--- src/rtl/isp_pkg.sv ---
// Shared ISP definitions: test-pattern mode codes, TPG FSM encoding and the
// colour-bar table used by the RAW test-pattern generator.
package isp_pkg;

  localparam logic [1:0] TPG_BARS  = 2'd0;
  localparam logic [1:0] TPG_RAMP  = 2'd1;
  localparam logic [1:0] TPG_FLAT  = 2'd2;
  localparam logic [1:0] TPG_CHECK = 2'd3;

  // Width of the raster counters; wide enough for any practical frame size.
  localparam int TPG_CW = 16;

  typedef enum logic {
    TPG_IDLE = 1'b0,
    TPG_RUN  = 1'b1
  } tpg_state_e;

  // {R,G,B} per bar, left to right: W, Y, C, G, M, R, B, K.
  localparam logic [23:0] TPG_BAR_RGB [8] = '{
    24'hFFFFFF, 24'hFFFF00, 24'h00FFFF, 24'h00FF00,
    24'hFF00FF, 24'hFF0000, 24'h0000FF, 24'h000000
  };

  // RGGB: R on (even y, even x), B on (odd y, odd x), G elsewhere.
  function automatic logic [7:0] tpg_bar_sample(input logic [2:0] bar,
                                                input logic x_odd,
                                                input logic y_odd);
    logic [23:0] rgb;
    rgb = TPG_BAR_RGB[bar];
    case ({y_odd, x_odd})
      2'b00:   return rgb[23:16];
      2'b11:   return rgb[7:0];
      default: return rgb[15:8];
    endcase
  endfunction

endpackage

--- src/rtl/isp_tpg_timing.sv ---
// Raster timing for the RAW TPG: IDLE/RUN FSM, h/v counters, raw sync/den
// decodes and active-window coordinates. Outputs are ungated position decodes.
module isp_tpg_timing
  import isp_pkg::*;
#(
  parameter int source_h = 1024,
  parameter int source_v = 1024,
  parameter int H_SYNC   = 40,
  parameter int H_BP     = 40,
  parameter int H_FP     = 40,
  parameter int V_SYNC   = 2,
  parameter int V_BP     = 4,
  parameter int V_FP     = 4
) (
  input  logic       clk,
  input  logic       reset,
  input  logic       enable,
  output tpg_state_e o_state,
  output logic       o_hsync,
  output logic       o_vsync,
  output logic       o_den,
  output logic       o_frame_start,
  output logic       o_frame_last,
  output logic [7:0] o_x,
  output logic [3:0] o_y
);

  localparam int H_TOTAL = H_SYNC + H_BP + source_h + H_FP;
  localparam int V_TOTAL = V_SYNC + V_BP + source_v + V_FP;

  localparam logic [TPG_CW-1:0] H_LAST     = TPG_CW'(H_TOTAL - 1);
  localparam logic [TPG_CW-1:0] V_LAST     = TPG_CW'(V_TOTAL - 1);
  localparam logic [TPG_CW-1:0] H_SYNC_END = TPG_CW'(H_SYNC);
  localparam logic [TPG_CW-1:0] V_SYNC_END = TPG_CW'(V_SYNC);
  localparam logic [TPG_CW-1:0] H_ACT0     = TPG_CW'(H_SYNC + H_BP);
  localparam logic [TPG_CW-1:0] H_ACT1     = TPG_CW'(H_SYNC + H_BP + source_h);
  localparam logic [TPG_CW-1:0] V_ACT0     = TPG_CW'(V_SYNC + V_BP);
  localparam logic [TPG_CW-1:0] V_ACT1     = TPG_CW'(V_SYNC + V_BP + source_v);

  tpg_state_e        r_state;
  tpg_state_e        w_state_nxt;
  logic [TPG_CW-1:0] r_h_cnt;
  logic [TPG_CW-1:0] r_v_cnt;
  logic [TPG_CW-1:0] w_h_nxt;
  logic [TPG_CW-1:0] w_v_nxt;
  logic              w_h_last;
  logic              w_v_last;

  assign w_h_last = (r_h_cnt == H_LAST);
  assign w_v_last = (r_v_cnt == V_LAST);

  always_ff @(posedge clk or posedge reset) begin
    if (reset) begin
      r_state <= TPG_IDLE;
      r_h_cnt <= '0;
      r_v_cnt <= '0;
    end else begin
      r_state <= w_state_nxt;
      r_h_cnt <= w_h_nxt;
      r_v_cnt <= w_v_nxt;
    end
  end

  // A frame, once started, always runs to its last position; enable is only
  // consulted there.
  always_comb begin
    w_state_nxt = r_state;
    w_h_nxt     = r_h_cnt;
    w_v_nxt     = r_v_cnt;
    case (r_state)
      TPG_IDLE: begin
        w_h_nxt = '0;
        w_v_nxt = '0;
        if (enable) w_state_nxt = TPG_RUN;
      end
      TPG_RUN: begin
        if (w_h_last) begin
          w_h_nxt = '0;
          if (w_v_last) begin
            w_v_nxt = '0;
            if (!enable) w_state_nxt = TPG_IDLE;
          end else begin
            w_v_nxt = r_v_cnt + 1'b1;
          end
        end else begin
          w_h_nxt = r_h_cnt + 1'b1;
        end
      end
      default: w_state_nxt = TPG_IDLE;
    endcase
  end

  assign o_state       = r_state;
  assign o_hsync       = (r_h_cnt < H_SYNC_END);
  assign o_vsync       = (r_v_cnt < V_SYNC_END);
  assign o_den         = (r_h_cnt >= H_ACT0) && (r_h_cnt < H_ACT1) &&
                         (r_v_cnt >= V_ACT0) && (r_v_cnt < V_ACT1);
  assign o_frame_start = (r_h_cnt == '0) && (r_v_cnt == '0);
  assign o_frame_last  = w_h_last && w_v_last;
  assign o_x           = 8'(r_h_cnt - H_ACT0);
  assign o_y           = 4'(r_v_cnt - V_ACT0);

endmodule

--- src/rtl/isp_raw_tpg.sv ---
// Bayer RAW (RGGB) test-pattern generator with programmable frame timing.
// Optional ISP_TPG_SCROLL_EN: ramp and colour bars scroll with frame_cnt.
module isp_raw_tpg
  import isp_pkg::*;
#(
  parameter int source_h = 1024,
  parameter int source_v = 1024,
  parameter int H_SYNC   = 40,
  parameter int H_BP     = 40,
  parameter int H_FP     = 40,
  parameter int V_SYNC   = 2,
  parameter int V_BP     = 4,
  parameter int V_FP     = 4
) (
  input  logic       clk,
  input  logic       reset,
  input  logic       enable,
  input  logic [1:0] pattern_mode,
  output logic       out_vsync,
  output logic       out_hsync,
  output logic       out_den,
  output logic [7:0] out_data,
  output logic [7:0] frame_cnt,
  output logic       frame_done
);

  localparam int                BAR_W    = source_h / 8;
  localparam logic [TPG_CW-1:0] BAR_LAST = TPG_CW'(BAR_W - 1);

  tpg_state_e w_state;
  logic       w_run;
  logic       w_hsync_raw, w_vsync_raw, w_den_raw;
  logic       w_start_raw, w_last_raw;
  logic       w_hsync, w_vsync, w_den, w_frame_start, w_frame_last;
  logic [7:0] w_x;
  logic [3:0] w_y;
  logic       w_unused_y;
  logic [7:0] w_scroll;
  logic [7:0] w_pix;

  logic [1:0]        r_mode;
  logic [7:0]        r_offset;
  logic [2:0]        r_start_bar;
  logic [2:0]        r_bar_idx;
  logic [TPG_CW-1:0] r_bar_px;
  logic              r_vsync, r_hsync, r_den, r_frame_done;
  logic [7:0]        r_data;
  logic [7:0]        r_frame_cnt;

  isp_tpg_timing #(
    .source_h(source_h), .source_v(source_v),
    .H_SYNC(H_SYNC), .H_BP(H_BP), .H_FP(H_FP),
    .V_SYNC(V_SYNC), .V_BP(V_BP), .V_FP(V_FP)
  ) u_timing (
    .clk          (clk),
    .reset        (reset),
    .enable       (enable),
    .o_state      (w_state),
    .o_hsync      (w_hsync_raw),
    .o_vsync      (w_vsync_raw),
    .o_den        (w_den_raw),
    .o_frame_start(w_start_raw),
    .o_frame_last (w_last_raw),
    .o_x          (w_x),
    .o_y          (w_y)
  );

  // Counters sit at (0,0) while idle, so every decode is qualified by RUN.
  assign w_run         = (w_state == TPG_RUN);
  assign w_hsync       = w_run && w_hsync_raw;
  assign w_vsync       = w_run && w_vsync_raw;
  assign w_den         = w_run && w_den_raw;
  assign w_frame_start = w_run && w_start_raw;
  assign w_frame_last  = w_run && w_last_raw;
  assign w_unused_y    = ^w_y[2:1];

`ifdef ISP_TPG_SCROLL_EN
  assign w_scroll = r_frame_cnt;
`else
  assign w_scroll = 8'h00;
`endif

  always_comb begin
    w_pix = 8'h00;
    case (r_mode)
      TPG_BARS:  w_pix = tpg_bar_sample(r_bar_idx, w_x[0], w_y[0]);
      TPG_RAMP:  w_pix = w_x + r_offset;
      TPG_FLAT:  w_pix = 8'h80;
      TPG_CHECK: w_pix = (w_x[3] ^ w_y[3]) ? 8'hFF : 8'h00;
      default:   w_pix = 8'h00;
    endcase
  end

  always_ff @(posedge clk or posedge reset) begin
    if (reset) begin
      r_mode       <= TPG_BARS;
      r_offset     <= 8'h00;
      r_start_bar  <= 3'd0;
      r_bar_idx    <= 3'd0;
      r_bar_px     <= '0;
      r_vsync      <= 1'b0;
      r_hsync      <= 1'b0;
      r_den        <= 1'b0;
      r_data       <= 8'h00;
      r_frame_done <= 1'b0;
      r_frame_cnt  <= 8'h00;
    end else begin
      if (w_frame_start) begin
        r_mode      <= pattern_mode;
        r_offset    <= w_scroll;
        r_start_bar <= w_scroll[7:5];
      end
      // Bar index tracks the current pixel; it rewinds outside the active window.
      if (!w_den) begin
        r_bar_px  <= '0;
        r_bar_idx <= r_start_bar;
      end else if (r_bar_px == BAR_LAST) begin
        r_bar_px  <= '0;
        r_bar_idx <= r_bar_idx + 1'b1;
      end else begin
        r_bar_px  <= r_bar_px + 1'b1;
      end
      r_vsync      <= w_vsync;
      r_hsync      <= w_hsync;
      r_den        <= w_den;
      r_data       <= w_den ? w_pix : 8'h00;
      r_frame_done <= w_frame_last;
      if (w_frame_last) r_frame_cnt <= r_frame_cnt + 1'b1;
    end
  end

  assign out_vsync  = r_vsync;
  assign out_hsync  = r_hsync;
  assign out_den    = r_den;
  assign out_data   = r_data;
  assign frame_cnt  = r_frame_cnt;
  assign frame_done = r_frame_done;

endmodule
--- config.mk ---
export PLATFORM = sky130hd
export DESIGN_NAME = isp_raw_tpg
export DESIGN_NICKNAME = d
export VERILOG_FILES = /design/src/rtl/isp_pkg.sv /design/src/rtl/isp_tpg_timing.sv /design/src/rtl/isp_raw_tpg.sv
export SDC_FILE = /design/constraint.sdc
export NUM_CORES = 1
export LEC_CHECK = 0
export ABC_AREA = 1
export BUFFER_PORTS_ARGS = -buffer_cell sky130_fd_sc_hd__buf_2
export CAP_MARGIN = 25
export CORE_ASPECT_RATIO = 0.5
export CORE_UTILIZATION = 52
export DETAILED_ROUTE_END_ITERATION = 8
export MAX_ROUTING_LAYER = met4
export PLACE_DENSITY = 0.73
export REMOVE_ABC_BUFFERS = 1
export SLEW_MARGIN = 0
export SYNTH_ARGS = -nofsm -noshare
export SYNTH_HDL_FRONTEND = slang
export SYNTH_SLANG_ARGS = --single-unit
export TNS_END_PERCENT = 10
--- constraint.sdc ---
create_clock -name clk -period 1.84 [get_ports clk]
set_input_delay 0.092 -clock clk [delete_from_list [all_inputs] [get_ports clk]]
set_output_delay 0.092 -clock clk [all_outputs]
set_load 0.05 [all_outputs]
==> run metrics <==
status=finished clean; Worst Setup Start Kind=register; detailed-route via count=3598; Main synth FF type=dfrtp_1; setup violators final=0; Yosys cell types=35; Root Driver=clkbuf_16; gr usage total=23.8%; Layout Utilization=67.2%; VDD IR max=0.611 mV; slew of the pin with the lowest slew margin=0.390 ns; Core Region=0.00751 sq mm; Power, Total=4.66 mW; Ys Warns=0; Fin. Hold Viols=0; register area share after synthesis=44.6%; number of synthesized flops with an enable pin=0; via count of the first global-routing pass=3238; Setup TNS=0 ns; worst hold path class=in -> async; Port Buf Inserts=24; max-slew violation count=0; largest net degree at the start of global routing=31; Post-Layout Inst Area=0.00505 sq mm; total grt overflow=0; hold slack=0.279 ns; max_cap viols=0; starting density of the core=55.2%; first-pass GRT wire length=14.8 mm; overall routed net length=9.16 mm; Skew-Pair Late Insertion Delay=0.35 ns; diode count=0; Post-Syn Area=0.00415 sq mm; Tmin final=1.80 ns; post-detailed-route DRC marker count=0; drt first-iter violations=249; final cycle utilization of the critical path=97.8%; Max Fclk=556 MHz; Crit. End Element=register; maximum net fanout on the critical path=4; num ports=25; cells after synthesis=530; Area after DPL=0.00452 sq mm; dpl hpwl=6.36 mm; Die Y=65.2 microns; synthesized flop and latch total=74; Setup CP Type=reg -> reg; Pre-antenna DRT Iters=5; Area Growth Syn to Fin=21.8%; ANT nets after route=0; initial antenna violation count=0; clk slew on worst S/H paths=0.06 ns; layout net count=611; H-tree depth=3; syn avg cell area=7.83 sq um; RSZ-0062 raised after global routing=yes; die area=0.00836 sq mm; CTS Buffer Depth=2; WL/cell=13.0 microns; max_slew headroom=74.0%; Num CTS Buffers=9; gp weighted congestion=0.876; P_leak=2.55 nW; clk sinks=74; Post-synth ARST share=100%; Worst Path Required=2.07 ns; Die Wd=128 microns; fillcell total=617; Critical Path AT=2.03 ns; clk_skew=0.00585 ns; vias per cell=5.12; CTS tree=built; Power Density=921 mW/mm^2; Core Rows=22; share of layout cells above drive strength 1=20.3%
==> worst paths after layout <==
kind | start | depth (start not counted) | slack (ns) | endpoint
min | reset | 3 | 0.28 | frame_cnt[3]$_DFFE_PP0P_
max in group asynchronous | reset | 4 | 0.99 | u_timing.r_h_cnt[0]$_DFF_PP0_
max reg2reg | u_timing.r_h_cnt[5]$_DFF_PP0_ | 11 | 0.04 | u_timing.r_v_cnt[10]$_DFFE_PP0P_
min in group clk | r_bar_px[0]$_DFF_PP0_ | 1 | 0.45 | r_bar_px[0]$_DFF_PP0_
max | u_timing.r_h_cnt[5]$_DFF_PP0_ | 11 | 0.04 | u_timing.r_v_cnt[10]$_DFFE_PP0P_
min reg2reg | r_bar_px[0]$_DFF_PP0_ | 1 | 0.45 | r_bar_px[0]$_DFF_PP0_
==> per-stage QoR <==
| stage | setup WS, ns | instances |
|---|---|---|
| 6_report | 0.0410 | 703 |
| 5_1_grt | -0.0346 | 703 |
| 4_1_cts | 0.0355 | 694 |
| 3_5_place_dp | 0.0625 | 675 |
| 3_3_place_gp | 0.125 | 675 |
| 2_1_floorplan | -0.134 | 524 |
==> routing by layer <==
metal | part of all wire, % | vias to the layer above | global-route usage, %
met5 | 0 | - | -
met4 | 1.2 | 0 | 7.79
met3 | 4.3 | 13 | 6.60
met2 | 46 | 75 | 36.3
met1 | 49 | 1686 | 31.0
li1 | - | 1824 | -
==> cells by family (layout without fill, tap and decap cells) <==
family,Yosys count,in the layout,share of synthesized area [%]
buffers and inverters,87,151,8.48
adders and majority gates,15,15,4.52
AOI/OAI and AO/OA,75,75,9.56
DFF,74,74,44.6
and+or+nand+nor,260,261,28.6
xor gates and xnor gates,19,19,4.19
==> final cells by class <==
class | count | area (sq um) | area share (%)
multi-input cells | 370 | 2020 | 39.9
flip-flops and latches | 74 | 1850 | 36.7
repair buffers | 55 | 417 | 8.25
inverters | 81 | 314 | 6.22
clock buffers | 9 | 225 | 4.46
well taps | 108 | 135 | 2.67
clock inverters | 6 | 91.3 | 1.81
==> placed cells by master (no fill, tap or decap), drive strengths merged, types with 2 or more instances in the layout <==
cell type and instances:
nand2 105, nor2 82, inv 82, dfrtp 74
buf 50, o21ai 41, nand3 32, a21oi 28
nor3 21, xor2 17, ha 15, nand4 13
clkbuf 10, dlygate4sd3 4, nor4 3, a31oi 3
clkinvlp 3, xnor2 2, bufinv 2, or2 2
==> sequential cells by signal, indices dropped and copies added, names as in the netlist <==
name,flops
r_bar_px,16
u_timing.r_h_cnt,16
out_hsync,1
u_timing.o_state,1
u_timing.r_v_cnt,16
out_den,1
r_bar_idx,3
out_vsync,1
r_mode,2
frame_cnt,8
out_data,8
frame_done,1
==> critical path, cell delays in order (launching register included) <==
cell      delay (ns)
dfrtp_1         0.41
buf_6           0.12
ha_1            0.14
inv_2           0.05
nor2_2          0.09
nand3_2         0.12
o21ai_4         0.25
buf_6           0.17
buf_4           0.14
nand2_4         0.07
nand2_2         0.07
a21boi_1        0.05
==> report_power, final <==
group | internal, mW | switching, mW | total, mW
registers | 1.74 | 0.161 | 1.91
clock network | 1.18 | 0.692 | 1.87
logic | 0.321 | 0.554 | 0.876
total | 3.25 | 1.41 | 4.66
==> repair_timing <==
| action | in CTS | in global routing |
|---|---|---|
| endpoints found under the hold margin | 18 | 0 |
| resized for setup | 0 | 31 |
| hold buffers | 4 | 0 |
| setup endpoints to repair | 0 | 28 |
| setup buffers | 0 | 7 |
==> cell usage after synthesis, types with 12 or more instances <==
cell | instances | area share (%)
a21oi_1 | 28 | 3.4
dfrtp_1 | 74 | 45
ha_1 | 15 | 4.5
inv_1 | 69 | 6.2
inv_2 | 12 | 1.1
nand2_1 | 97 | 8.8
nand3_1 | 31 | 3.7
nand4_1 | 13 | 2.0
nor2_1 | 76 | 6.9
nor3_1 | 16 | 1.9
o21ai_0 | 24 | 2.9
o21ai_1 | 16 | 1.9
xor2_1 | 16 | 3.4
(Power assumes the default switching activity.)
